--- src/rtl/cpc_rom_loader_if.sv ---
// SDRAM byte-write port driven by the ROM loader: req/ack handshake with
// the head FIFO entry presented on addr/bank/data.
interface cpc_rom_loader_if;
    logic        mem_req;
    logic        mem_ack;
    logic [22:0] mem_addr;
    logic        mem_bank;
    logic [7:0]  mem_data;

    modport master (output mem_req, mem_addr, mem_bank, mem_data, input mem_ack);
    modport slave  (input mem_req, mem_addr, mem_bank, mem_data, output mem_ack);
endinterface

--- src/rtl/cpc_rom_loader.sv ---
// Maps the linear ROM download onto the CPC ROM pages of both model banks,
// queues the bytes toward SDRAM, and tracks which 16K pages are fully loaded.
module cpc_rom_loader #(
    parameter int FIFO_DEPTH = 4
) (
    input  logic                   clk_sys,
    input  logic                   reset_n,
    input  logic                   dl_active,
    input  logic                   dl_wr,
    input  logic [24:0]            dl_addr,
    input  logic [7:0]             dl_data,
    cpc_rom_loader_if.master       mem,
    input  logic [8:0]             page_sel,
    input  logic                   bank_sel,
    output logic [7:0]             rom_mask,
    output logic [7:0]             rom_valid,
    output logic                   busy,
    output logic                   overflow
);
    localparam int PW = $clog2(FIFO_DEPTH);
    localparam int CW = $clog2(FIFO_DEPTH + 1);

    typedef struct packed {
        logic        bank;
        logic [22:0] addr;
        logic [7:0]  data;
    } entry_t;

    function automatic logic [8:0] slot_page(input logic [1:0] slot);
        case (slot)
            2'd0:    return 9'h000;
            2'd1:    return 9'h100;
            2'd2:    return 9'h107;
            default: return 9'h1FF;
        endcase
    endfunction

    function automatic logic [1:0] page_slot(input logic [8:0] pg);
        case (pg)
            9'h100:  return 2'd1;
            9'h107:  return 2'd2;
            9'h1FF:  return 2'd3;
            default: return 2'd0;
        endcase
    endfunction

    entry_t          fifo [FIFO_DEPTH];
    logic [PW-1:0]   wr_ptr, rd_ptr;
    logic [CW-1:0]   count;
    logic            dl_active_q;

    logic [10:0]     img_page;
    logic            mapped, push_req, push, pop, empty, full, dl_rise;
    entry_t          new_entry, head;
    logic [1:0]      head_slot, mask_slot;

    assign img_page  = dl_addr[24:14];
    assign mapped    = (img_page[10:3] == 8'd0);
    assign push_req  = dl_wr & dl_active & mapped;
    assign empty     = (count == '0);
    assign full      = (count == CW'(FIFO_DEPTH));
    assign pop       = mem.mem_ack & ~empty;
    // A full FIFO still takes the byte when the head leaves in the same cycle.
    assign push      = push_req & (~full | pop);
    assign dl_rise   = dl_active & ~dl_active_q;

    assign new_entry = '{bank: img_page[2],
                         addr: {slot_page(img_page[1:0]), dl_addr[13:0]},
                         data: dl_data};
    assign head      = fifo[rd_ptr];
    assign head_slot = page_slot(head.addr[22:14]);

    always_ff @(posedge clk_sys) begin
        if (push) fifo[wr_ptr] <= new_entry;
    end

    always_ff @(posedge clk_sys or negedge reset_n) begin
        if (!reset_n) begin
            wr_ptr      <= '0;
            rd_ptr      <= '0;
            count       <= '0;
            dl_active_q <= 1'b0;
            rom_valid   <= '0;
            overflow    <= 1'b0;
        end else begin
            dl_active_q <= dl_active;
            if (push) wr_ptr <= wr_ptr + 1'b1;
            if (pop)  rd_ptr <= rd_ptr + 1'b1;
            count <= count + CW'(push) - CW'(pop);
            // The last byte of a 16K page leaving the FIFO marks the page committed.
            if (dl_rise)
                rom_valid <= '0;
            else if (pop && head.addr[13:0] == 14'h3FFF)
                rom_valid[{head.bank, head_slot}] <= 1'b1;
            if (dl_rise)
                overflow <= 1'b0;
            else if (push_req && !push)
                overflow <= 1'b1;
        end
    end

    assign mem.mem_req  = ~empty;
    assign mem.mem_addr = head.addr;
    assign mem.mem_bank = head.bank;
    assign mem.mem_data = head.data;
    assign busy         = dl_active | ~empty;

    assign mask_slot = page_slot(page_sel);

    // RAM passes through; unmapped or not-yet-loaded ROM pages read as FF.
    always_comb begin
        rom_mask = 8'hFF;
        if (!page_sel[8])
            rom_mask = 8'h00;
        else if ((page_sel == 9'h100 || page_sel == 9'h107 || page_sel == 9'h1FF) &&
                 rom_valid[{bank_sel, mask_slot}])
            rom_mask = 8'h00;
    end
endmodule

--- src/flat_wrapper.sv ---
// flat-port wrapper written by rule: the top's interface ports become plain ports
module cpc_rom_loader_flat 
#(
    parameter int FIFO_DEPTH = 4
)
  (clk_sys, reset_n, dl_active, dl_wr, dl_addr, dl_data, page_sel, bank_sel, rom_mask, rom_valid, busy, overflow, mem_mem_req, mem_mem_addr, mem_mem_bank, mem_mem_data, mem_mem_ack);
  cpc_rom_loader_if mem_i ();
  input  logic clk_sys;
  input  logic reset_n;
  input  logic dl_active;
  input  logic dl_wr;
  input  logic [24:0] dl_addr;
  input  logic [7:0] dl_data;
  input  logic [8:0] page_sel;
  input  logic bank_sel;
  output logic [7:0] rom_mask;
  output logic [7:0] rom_valid;
  output logic busy;
  output logic overflow;
  output wire logic [$bits(mem_i.mem_req)-1:0] mem_mem_req;
  output wire logic [$bits(mem_i.mem_addr)-1:0] mem_mem_addr;
  output wire logic [$bits(mem_i.mem_bank)-1:0] mem_mem_bank;
  output wire logic [$bits(mem_i.mem_data)-1:0] mem_mem_data;
  input wire logic [$bits(mem_i.mem_ack)-1:0] mem_mem_ack;
  assign mem_mem_req = mem_i.mem_req;
  assign mem_mem_addr = mem_i.mem_addr;
  assign mem_mem_bank = mem_i.mem_bank;
  assign mem_mem_data = mem_i.mem_data;
  assign mem_i.mem_ack = mem_mem_ack;
  cpc_rom_loader #(.FIFO_DEPTH(FIFO_DEPTH)) u_core (.clk_sys(clk_sys), .reset_n(reset_n), .dl_active(dl_active), .dl_wr(dl_wr), .dl_addr(dl_addr), .dl_data(dl_data), .mem(mem_i), .page_sel(page_sel), .bank_sel(bank_sel), .rom_mask(rom_mask), .rom_valid(rom_valid), .busy(busy), .overflow(overflow));
endmodule
--- config.mk ---
export PLATFORM = sky130hd
export DESIGN_NAME = cpc_rom_loader_flat
export DESIGN_NICKNAME = d
export VERILOG_FILES = /design/src/rtl/cpc_rom_loader_if.sv /design/src/rtl/cpc_rom_loader.sv /design/src/flat_wrapper.sv
export SDC_FILE = /design/constraint.sdc
export NUM_CORES = 1
export LEC_CHECK = 0
export CORE_MARGIN = 5
export CORE_UTILIZATION = 40
export DETAILED_ROUTE_END_ITERATION = 8
export SLEW_MARGIN = 30
export SYNTH_ARGS = -nofsm -noshare
export SYNTH_HDL_FRONTEND = slang
export SYNTH_SLANG_ARGS = --single-unit
--- constraint.sdc ---
create_clock -name clk_sys -period 3.1 [get_ports clk_sys]
set_input_delay 0.775 -clock clk_sys [delete_from_list [all_inputs] [get_ports clk_sys]]
set_output_delay 0.775 -clock clk_sys [all_outputs]
set_load 0.01 [all_outputs]
== After elaboration in Yosys (flattened, before gate mapping) ==
Memories as Yosys holds them, arrays and structs flattened.
Cells that the tools add are included.

* Add/subtract/negate cells: 4
* Multipliers: 0
* Div/mod/pow operators: 0
* Order comparisons: 3
* Equality and inequality tests: 10
* Shift operators: 0
* Muxes and demuxes: 15
* Bitwise operators: 11
* Reduce and logical (&&, ||, !) cells: 12

{| class="wikitable"
|+ Operators with widths
! operator !! count
|-
| 9-bit == test, second input constant || 6
|-
| 8-bit 2-to-1 mux || 4
|-
| 9-bit one-hot mux with 3 select lines || 1
|-
| 14-bit == test, second input constant || 1
|-
| 2-bit one-hot mux with 3 select lines || 2
|-
| 8-bit logical NOT || 1
|-
| 3-bit by 4-bit < comparator with 1-bit output, second input constant || 2
|-
| 8-bit OR || 1
|-
| 1-bit 2-to-1 mux || 6
|-
| 1-bit bitwise AND || 5
|-
| 2-bit by 1-bit adder with 2-bit output, second input constant || 2
|-
| 1-bit logical AND || 4
|-
| 2-bit nonzero test || 2
|-
| 3-bit by 1-bit adder with 3-bit output || 1
|-
| 1-bit binary-select mux with 3-bit select || 1
|-
| 1-bit demux with 3-bit select || 1
|-
| 3-bit == test, second input constant || 1
|-
| 3-bit by 1-bit >= comparator with 1-bit output, second input constant || 1
|-
| 3-bit logical NOT || 1
|-
| 1-bit inverter || 3
|-
| 3-bit by 1-bit subtractor with 3-bit output || 1
|-
| 2-bit by 1-bit == test with 1-bit output, second input constant || 1
|-
| 2-bit == test, second input constant || 1
|-
| 2-bit logical NOT || 1
|-
| 3 further kinds || 5
|}

* Register bits: 17
* Bits in latches: 0
* Memory bits (writable): 128
* ROM bits: 0
* Input bits: 48
* Output and inout bits: 51
* Logic and storage cells: 62
* Memories: 1

{| class="wikitable"
|+ Memory list
! name !! words !! bits a word !! rd ports !! clocked after Yosys merged registers in !! write ports !! RTL line !! source
|-
| u_core.fifo || 4 || 32 || 1 || 0 || 1 || cpc_rom_loader.sv:47 || <nowiki>entry_t fifo [FIFO_DEPTH];</nowiki>
|}

== Longest topological paths before layout ==
Gate-level depths: netlist of run 1.
An unclocked memory read counts as a cell.

* Depth in word-level cells: 10
* Gate-level depth with buffers: 8
* Mapped depth without buffers: 7

== Worst setup path before layout of run 1 ==
No wires, ideal clock.

* Kind: input to register
* From: input dl_addr[20]
* To: memory u_core.fifo[0][0] (netlist name), enable pin
* Setup time: 0.385 ns
* Arrival: 2.502 ns
* Required time: 2.715 ns
* Slack: 0.213 ns
* Stages on the path: 5
* Buffers on the path: 1
* Cell sequence: or4_1 -> nor4_2 -> nor2b_1 -> buf_4 -> and2_1

* Word-level cells in the longest chain between the ends: 5

{| class="wikitable"
|+ Ends and longest elaborated chain
! item !! RTL line !! source
|-
| from (decl) || flat_wrapper.sv:12 || <nowiki>input logic [24:0] dl_addr;</nowiki>
|-
| 8-bit logical NOT || cpc_rom_loader.sv:58 || <nowiki>assign mapped = (img_page[10:3] == 8'd0);</nowiki>
|-
| 1-bit bitwise AND || cpc_rom_loader.sv:59 || <nowiki>assign push_req = dl_wr & dl_active & mapped;</nowiki>
|-
| 1-bit bitwise AND || cpc_rom_loader.sv:64 || <nowiki>assign push = push_req & (~full | pop);</nowiki>
|-
| 1-bit 2-to-1 mux || cpc_rom_loader.sv:74 || <nowiki>if (push) fifo[wr_ptr] <= new_entry;</nowiki>
|-
| 1-bit 2-to-1 mux (implied by the code) || cpc_rom_loader.sv:74 ||
|-
| to (decl) || cpc_rom_loader.sv:47 ||
|}

Every way passes these cells.

== Final worst setup path of run 1 ==
* From: register u_core.rd_ptr[0]
* To: output mem_mem_addr[4]

* Word-level cells in the longest chain between the ends: 1

{| class="wikitable"
|+ Ends and longest elaborated chain
! item !! RTL line !! source
|-
| from (decl) || cpc_rom_loader.sv:48 || <nowiki>logic [PW-1:0] wr_ptr, rd_ptr;</nowiki>
|-
| from (signal assigned) || cpc_rom_loader.sv:88 || <nowiki>if (pop) rd_ptr <= rd_ptr + 1'b1;</nowiki>
|-
| memory read 4 x 32 bit || n/a ||
|-
| to (decl) || flat_wrapper.sv:21 || <nowiki>output wire logic [$bits(mem_i.mem_addr)-1:0] mem_mem_addr;</nowiki>
|}

Every way passes these cells.

==> results.cfg, run 1 <==
[outcome]
status = finished, final reports clean

[cells_and_area]
drive_above_1_share = 0.202
area_growth_syn_to_layout_pct = 35.8
fillers = 988
final_area_um2 = 6740
fin_nets = 413
antenna_cells = 0

[power]
pwr-share-clk = 0.368
peakVddDrop_mv = 0.498
power.switching_mw = 1.31
swShare = 0.248
power_frac_seq = 0.351
power.leakage_nw = 2.38
power_density_nw_per_um2 = 782
p_int_mw = 3.97
p_comb_frac = 0.282

[worst_setup_path]
crit_chain = buf_6 -> mux4_1 -> clkdlybuf4s50_1
slowest_delay_ps = 650
rr_endpoint = u_core.count[2]
slowest_stage = mux4_1
startpoint = u_core.rd_ptr[0]
crit_type = reg -> out
worstPathArrival_ps = 2210
r2r_cells = 7
start_kind = register
regToRegStartpoint = u_core.count[2]
crit_family = buffers and inverters
ff2ff_setup_slack_ps = 1010
crit_cells = 3
cp-endpoint = mem_mem_addr[4]
cp_max_fo = 15
cp.required_ps = 2320
end_kind = primary output
path_buf_inv = 2

[drt]
ant_nets = 0
vias_per_cell = 4.86
wirelength_um = 9530
drt_pass1_iterations = 4
post_drt_wl_per_cell_um = 17.7
vias = 2619
drc = 0
drt-initial-drc-count = 84

[sta]
period_share = 0.962
max-slew-margin-rel = 0.465
worst_pin_slew_ps = 800
drv_slew = 0
min_period_ps = 2980
setup_ws_ps = 118
grt_setup_unrepaired = false
fmax_mhz = 335
finalClockSkew_ps = 5.66
setup_viol = 0
hold_viol = 0

[yosys]
syn_nets = 305
synth_top_cell_by_area = edfxtp_1
async_flop_share = 0.140
ys_ff_latch = 121
synth_area_um2 = 4960
postSynthAreaPerCell_um2 = 19.9
synth_area_leaders = edfxtp_1 (63%), dfrtp_1 (8.6%), mux4_2 (6.8%)
synth_edf_count = 104
synth_cell_type_count = 47
synth_ff_type = edfxtp_1
synth_cells = 250
ys_seq_area_frac = 0.715
yosysTopAreaCellShare = 0.629
ys.warnings.count = 0

[grt]
antenna_found_initial = 0
grt_pass1_wl_um = 14600
gr-total-overflow = 0
track_usage = 0.135
grt_max_degree = 27
grt_pass1_vias = 2722

[run]
cap_viol_max_count = 0

[floorplanning]
start_util = 0.410
die_w_um = 121
num_rows = 40
core_region_area_um2 = 12100
die_h_um = 121
io_pins = 99
dieArea_um2 = 14700

[place]
port_buffers = 98
placed_cell_area_um2 = 6160
dp.final_hpwl_um = 6330
dp_slack_ps = -432
gp_congestion = 0.707

[clock_tree]
cts_max_path_buffers = 2
cts.sinks = 121
cts_root_buffer = clkbuf_16
clk_pin_slew_ps = 50
cts.htree.levels = 4
hold_buffers = 0
cts_tree = done
cts_buffers = 17
clkLatencyLatePin_ps = 400

[min_path]
min_path_type = reg -> reg
hold_path_startpoint = u_core.rom_valid[4]
==> tightest hold or removal path: cells and delay by family (launching register included) <==
family / cells / cell delay (ps)
AOI/OAI and AO/OA: 1 / 60
and+or+nand+nor: 1 / 50
DFF: 1 / 330
==> area by class of cell <==
cell class	instances	area, µm²	share of cell area
Multi-Input combinational cell	99	1240	0.184
Tap cell	168	210	0.0312
Timing Repair Buffer	111	1120	0.166
Clock buffer	19	433	0.0642
Inverter	8	30.0	0.00445
Clock inverter	13	158	0.0234
Sequential cell	121	3550	0.526
==> power by group through the flow <==
stage | Sequential, mW | Clock [mW] | Combinational, mW
5_1_grt | 1.85 | 2.06 | 1.61
3_3_place_gp | 1.88 | 0 | 1.50
4_1_cts | 1.85 | 1.99 | 1.53
6_report | 1.85 | 1.94 | 1.49
3_5_place_dp | 1.88 | 0 | 1.52
2_1_floorplan | 1.86 | 0 | 0.920
==> kinds of logic (layout without fill, tap and decap cells) <==
family / after synthesis / after routing / share of synthesized area
AO/OA/AOI/OAI: 14 / 14 / 0.0224
XOR/XNOR: 5 / 5 / 0.00882
adder cells (fa/ha/maj): 7 / 7 / 0.0192
buffers and inverters: 30 / 151 / 0.0406
flip-flops: 121 / 121 / 0.715
multiplexers: 30 / 30 / 0.135
AND/OR/NAND/NOR: 43 / 43 / 0.0597
==> routing by layer <==
layer,wire [µm],track usage
met4,185,0.0588
met1,3890,0.153
met3,623,0.0494
met2,4840,0.227
met5,0,0
==> how the worst min path moves through the flow <==
stage                     endpoint  slack (ps)  cells after the start
6_report       u_core.rom_valid[4]         480                      2
5_1_grt            u_core.count[2]         540                      1
4_1_cts        u_core.rom_valid[4]         500                      2
3_5_place_dp       u_core.overflow         480                      2
3_3_place_gp   u_core.rom_valid[4]         470                      2
2_1_floorplan      u_core.count[2]         470                      1
==> state kept, by name, indices dropped and copies added (netlist names) <==
signal,count
u_core.fifo,104
u_core.rom_valid,8
u_core.count,3
u_core.rd_ptr,2
u_core.wr_ptr,2
u_core.dl_active_q,1
u_core.overflow,1
==> per-stage QoR <==
stage,total power [mW],util,cells,TNS [ps],hold WS (ps)
finish,5.27,0.557,539,0,483
global route,5.52,0.557,539,0,537
CTS,5.36,0.559,539,0,496
detailed placement,3.39,0.508,507,-3390,484
global placement,3.38,0.508,507,-3370,468
floorplan,2.78,-,250,0,475
==> cells in the final DEF, fill, tap and decap left out, types with 2 or more instances in the layout <==
cell type | Yosys | final
buf_2 | 1 | 8
nand2_1 | 10 | 10
buf_12 | 1 | 6
bufinv_16 | 0 | 4
edfxtp_1 | 104 | 104
clkbuf_16 | 0 | 17
clkinv_1 | 0 | 6
clkinv_2 | 0 | 3
or2_2 | 2 | 2
xor2_1 | 2 | 2
mux2i_1 | 3 | 3
buf_6 | 1 | 2
and2_1 | 5 | 5
nor2_1 | 2 | 2
nor2b_1 | 3 | 3
xnor2_1 | 3 | 3
or4_1 | 2 | 2
buf_4 | 17 | 5
mux4_1 | 11 | 11
dfrtp_1 | 17 | 16
o31ai_1 | 7 | 7
nand3_1 | 3 | 3
mux4_2 | 15 | 15
clkbuf_1 | 2 | 2
ha_1 | 6 | 6
inv_1 | 8 | 8
clkdlybuf4s50_1 | 0 | 90
==> cell usage after synthesis (3+ instances only) <==
cell and n:
xnor2_1 3, edfxtp_1 104, nand3_1 3, dfrtp_1 17, nor2b_1 3, o31ai_1 7
mux4_2 15, inv_1 8, mux4_1 11, and2_1 5, mux2i_1 3, ha_1 6
nand2_1 10, buf_4 17
==> repair_timing <==
action,4_1_cts,5_1_grt
resized for setup,26,13
setup endpoints to repair,8,12
endpoints found under the hold margin,0,0
pin swaps,1,1
setup buffers,1,0
No activity file was read; power rests on OpenSTA's default activity.
==> run 2: changes to the inputs <==
--- a/config.mk
+++ b/config.mk
@@ -5,6 +5,7 @@
 export SDC_FILE = /design/constraint.sdc
 export NUM_CORES = 1
 export LEC_CHECK = 0
+export ABC_AREA = 1
 export CORE_MARGIN = 5
 export CORE_UTILIZATION = 40
 export DETAILED_ROUTE_END_ITERATION = 8
==> run 2 against run 1 <==
- cell area up 4.1%
- largest cell class unchanged
- register-to-register slack worse by 160 ps
- critical path type is now in -> out
- power rose by 16%
- critical endpoint is now rom_mask[4]
- largest power group is now combinational cells
==> results.cfg, run 2 <==
[worst_setup_path]
crit_family = buffers and inverters
worstPathArrival_ps = 2140
cp.required_ps = 2320
crit_chain = clkdlybuf4s50_1 -> nand2_1 -> nor2_2 -> o211ai_1 -> o31ai_1 -> a31oi_1 -> buf_4 -> clkbuf_2
slowest_stage = clkdlybuf4s50_1
end_kind = primary output
cp_max_fo = 8
crit_type = in -> out
path_buf_inv = 3
start_kind = input pin
slowest_delay_ps = 480

[place]
dp.cells = 736
gp_congestion = 0.829
placed_cell_area_um2 = 6440
dp.final_hpwl_um = 7670
dp_slack_ps = -212
port_buffers = 98

[clock_tree]
cts_max_path_buffers = 2
clkLatencyLatePin_ps = 410
cts_root_buffer = clkbuf_16
clk_pin_slew_ps = 50
cts.sinks = 121
cts.htree.levels = 4
cts_tree = done
cts_buffers = 17

[outcome]
status = finished, final reports clean

[yosys]
synth_cells = 476
synth_ff_type = edfxtp_1
synth_edf_count = 104
async_flop_share = 0.140
synth_common_cells = nand2_1 (122), edfxtp_1 (104), nand3_1 (49), inv_1 (43), nor2_1 (40)
yosysTopAreaCellShare = 0.593
synth_top_cell_by_area = edfxtp_1
syn_nets = 531
ys_seq_area_frac = 0.674
postSynthAreaPerCell_um2 = 11.1
ys_ff_latch = 121
synth_area_um2 = 5270
synth_area_leaders = edfxtp_1 (59%), nand2_1 (8.7%), dfrtp_1 (8.1%)
yosysMostFrequentCell = nand2_1
ys.warnings.count = 0
synth_cell_type_count = 32

[power]
peakVddDrop_mv = 0.383
swShare = 0.316
power_density_nw_per_um2 = 869
pwr-share-clk = 0.335
p_comb_frac = 0.362
power.leakage_nw = 2.74
power.switching_mw = 1.93
p_int_mw = 4.17
power_frac_seq = 0.302

[drt]
drc = 0
post_drt_wl_per_cell_um = 15.2
wirelength_um = 11700
vias_per_cell = 4.81
ant_nets = 0
drt-initial-drc-count = 204
vias = 3691
drt_pass1_iterations = 4

[cells_and_area]
fin_nets = 634
top_register = u_core.fifo
largest_reg_flops = 104
finalCoreUtilization = 0.536
final_area_um2 = 7020
fillers = 1134
mostFrequentLayoutCells = nand2_1 (122), edfxtp_1 (104), clkdlybuf4s50_1 (89)
antenna_cells = 0
drive_above_1_share = 0.108
finalNonFillerCells = 767
mostFrequentLayoutCell = nand2_1
reg.largest.list = u_core.fifo x104, u_core.rom_valid x8, u_core.count x3
area_growth_syn_to_layout_pct = 33.3

[sta]
setup_ws_ps = 188
period_share = 0.939
max-slew-margin-rel = 0.486
setup_viol = 0
finalClockSkew_ps = 11.8
min_period_ps = 2910
grt_setup_unrepaired = false
drv_slew = 0
worst_pin_slew_ps = 769
hold_viol = 0
fmax_mhz = 343

[grt]
grt_pass1_vias = 3762
gr-total-overflow = 0
antenna_found_initial = 0
grt_max_degree = 34
track_usage = 0.156
grt_pass1_wl_um = 19200

[min_path]
min_path_type = reg -> reg

[run]
cap_viol_max_count = 0

[floorplanning]
dieArea_um2 = 15600
start_util = 0.402
die_h_um = 125
core_region_area_um2 = 13100
io_pins = 99
die_w_um = 125
num_rows = 42
run 2: changes by cell type in the layout (fill, tap and decap cells not counted), sizes merged, moves of 3 or more:
| cell | change |
|---|---|
| nor2 | +42 |
| inv | +37 |
| clkbuf | +7 |
| nand2 | +113 |
| mux2i | -3 |
| and2 | -6 |
| nor2b | -3 |
| mux4 | -26 |
| o21ai | +20 |
| o22ai | +8 |
| o31ai | -7 |
| nand3 | +44 |
| a21oi | +8 |
| buf | -4 |
run 2: final timing paths:
| kind | startpoint | slack [ps] | depth (start not counted) | to |
|---|---|---|---|---|
| setup / recovery | page_sel[0] | 190 | 8 | rom_mask[4] |
| hold reg to reg | u_core.count[2] | 510 | 1 | u_core.count[2] |
| setup reg to reg | u_core.count[1] | 850 | 10 | u_core.count[2] |
| hold / removal | u_core.count[2] | 510 | 1 | u_core.count[2] |
| min in group asynchronous | reset_n | 820 | 1 | u_core.rom_valid[4] |
| max in group asynchronous | reset_n | 1750 | 1 | u_core.rd_ptr[0] |
run 2: per-stage QoR:
stage	power (mW)	hold slack [ps]	setup TNS [ps]
4_1_cts	6.16	505	0
3_3_place_gp	4.06	477	-1460
2_1_floorplan	3.21	464	0
5_1_grt	6.46	543	0
3_5_place_dp	4.09	494	-1670
6_report	6.10	506	0
run 2: final cells by class:
class | count | area, µm² | area share
timing repair buffer | 115 | 1130 | 0.162
clock buffer | 18 | 429 | 0.0612
sequential | 121 | 3550 | 0.506
clock inverter | 13 | 183 | 0.0260
tap | 176 | 220 | 0.0314
multi-input combinational | 279 | 1330 | 0.190
inverter | 45 | 169 | 0.0241
run 2: cells by family after synthesis:
| logic type | after synthesis | synth area share |
|---|---|---|
| and+or+nand+nor | 226 | 0.182 |
| xor gates and xnor gates | 4 | 0.00666 |
| AOI/OAI and AO/OA | 42 | 0.0440 |
| buffers and inverters | 76 | 0.0751 |
| DFF | 121 | 0.674 |
| adders and majority gates | 7 | 0.0181 |
run 2: per-layer routing:
| layer | GRT usage | vias up | part of all wire |
|---|---|---|---|
| met1 | 0.186 | 1762 | 0.44 |
| met2 | 0.267 | 108 | 0.50 |
| met5 | 0 | - | 0 |
| met3 | 0.0455 | 14 | 0.050 |
| li1 | - | 1807 | - |
| met4 | 0.0619 | 0 | 0.014 |
run 2: worst register-to-register path: cells and delay by family, from the launching register on:
family	cells	cell delay, ps
and+or+nand+nor	3	420
xor gates and xnor gates	2	350
buffers and inverters	2	140
DFF	1	400
adders and majority gates	3	860
run 2: what timing repair did:
action                     4_1_cts  5_1_grt
gates resized for setup          9       18
setup endpoints to repair        8       13
hold buffers                     0        0
pin swaps                        0        2
setup buffers                    0        0
run 2: power groups by stage:
stage / Sequential (mW) / Combinational (mW) / Clock, mW
finish: 1.84 / 2.21 / 2.04
global placement: 1.87 / 2.19 / 0
detailed placement: 1.87 / 2.22 / 0
floorplan: 1.87 / 1.35 / 0
global route: 1.85 / 2.46 / 2.15
CTS: 1.84 / 2.24 / 2.08
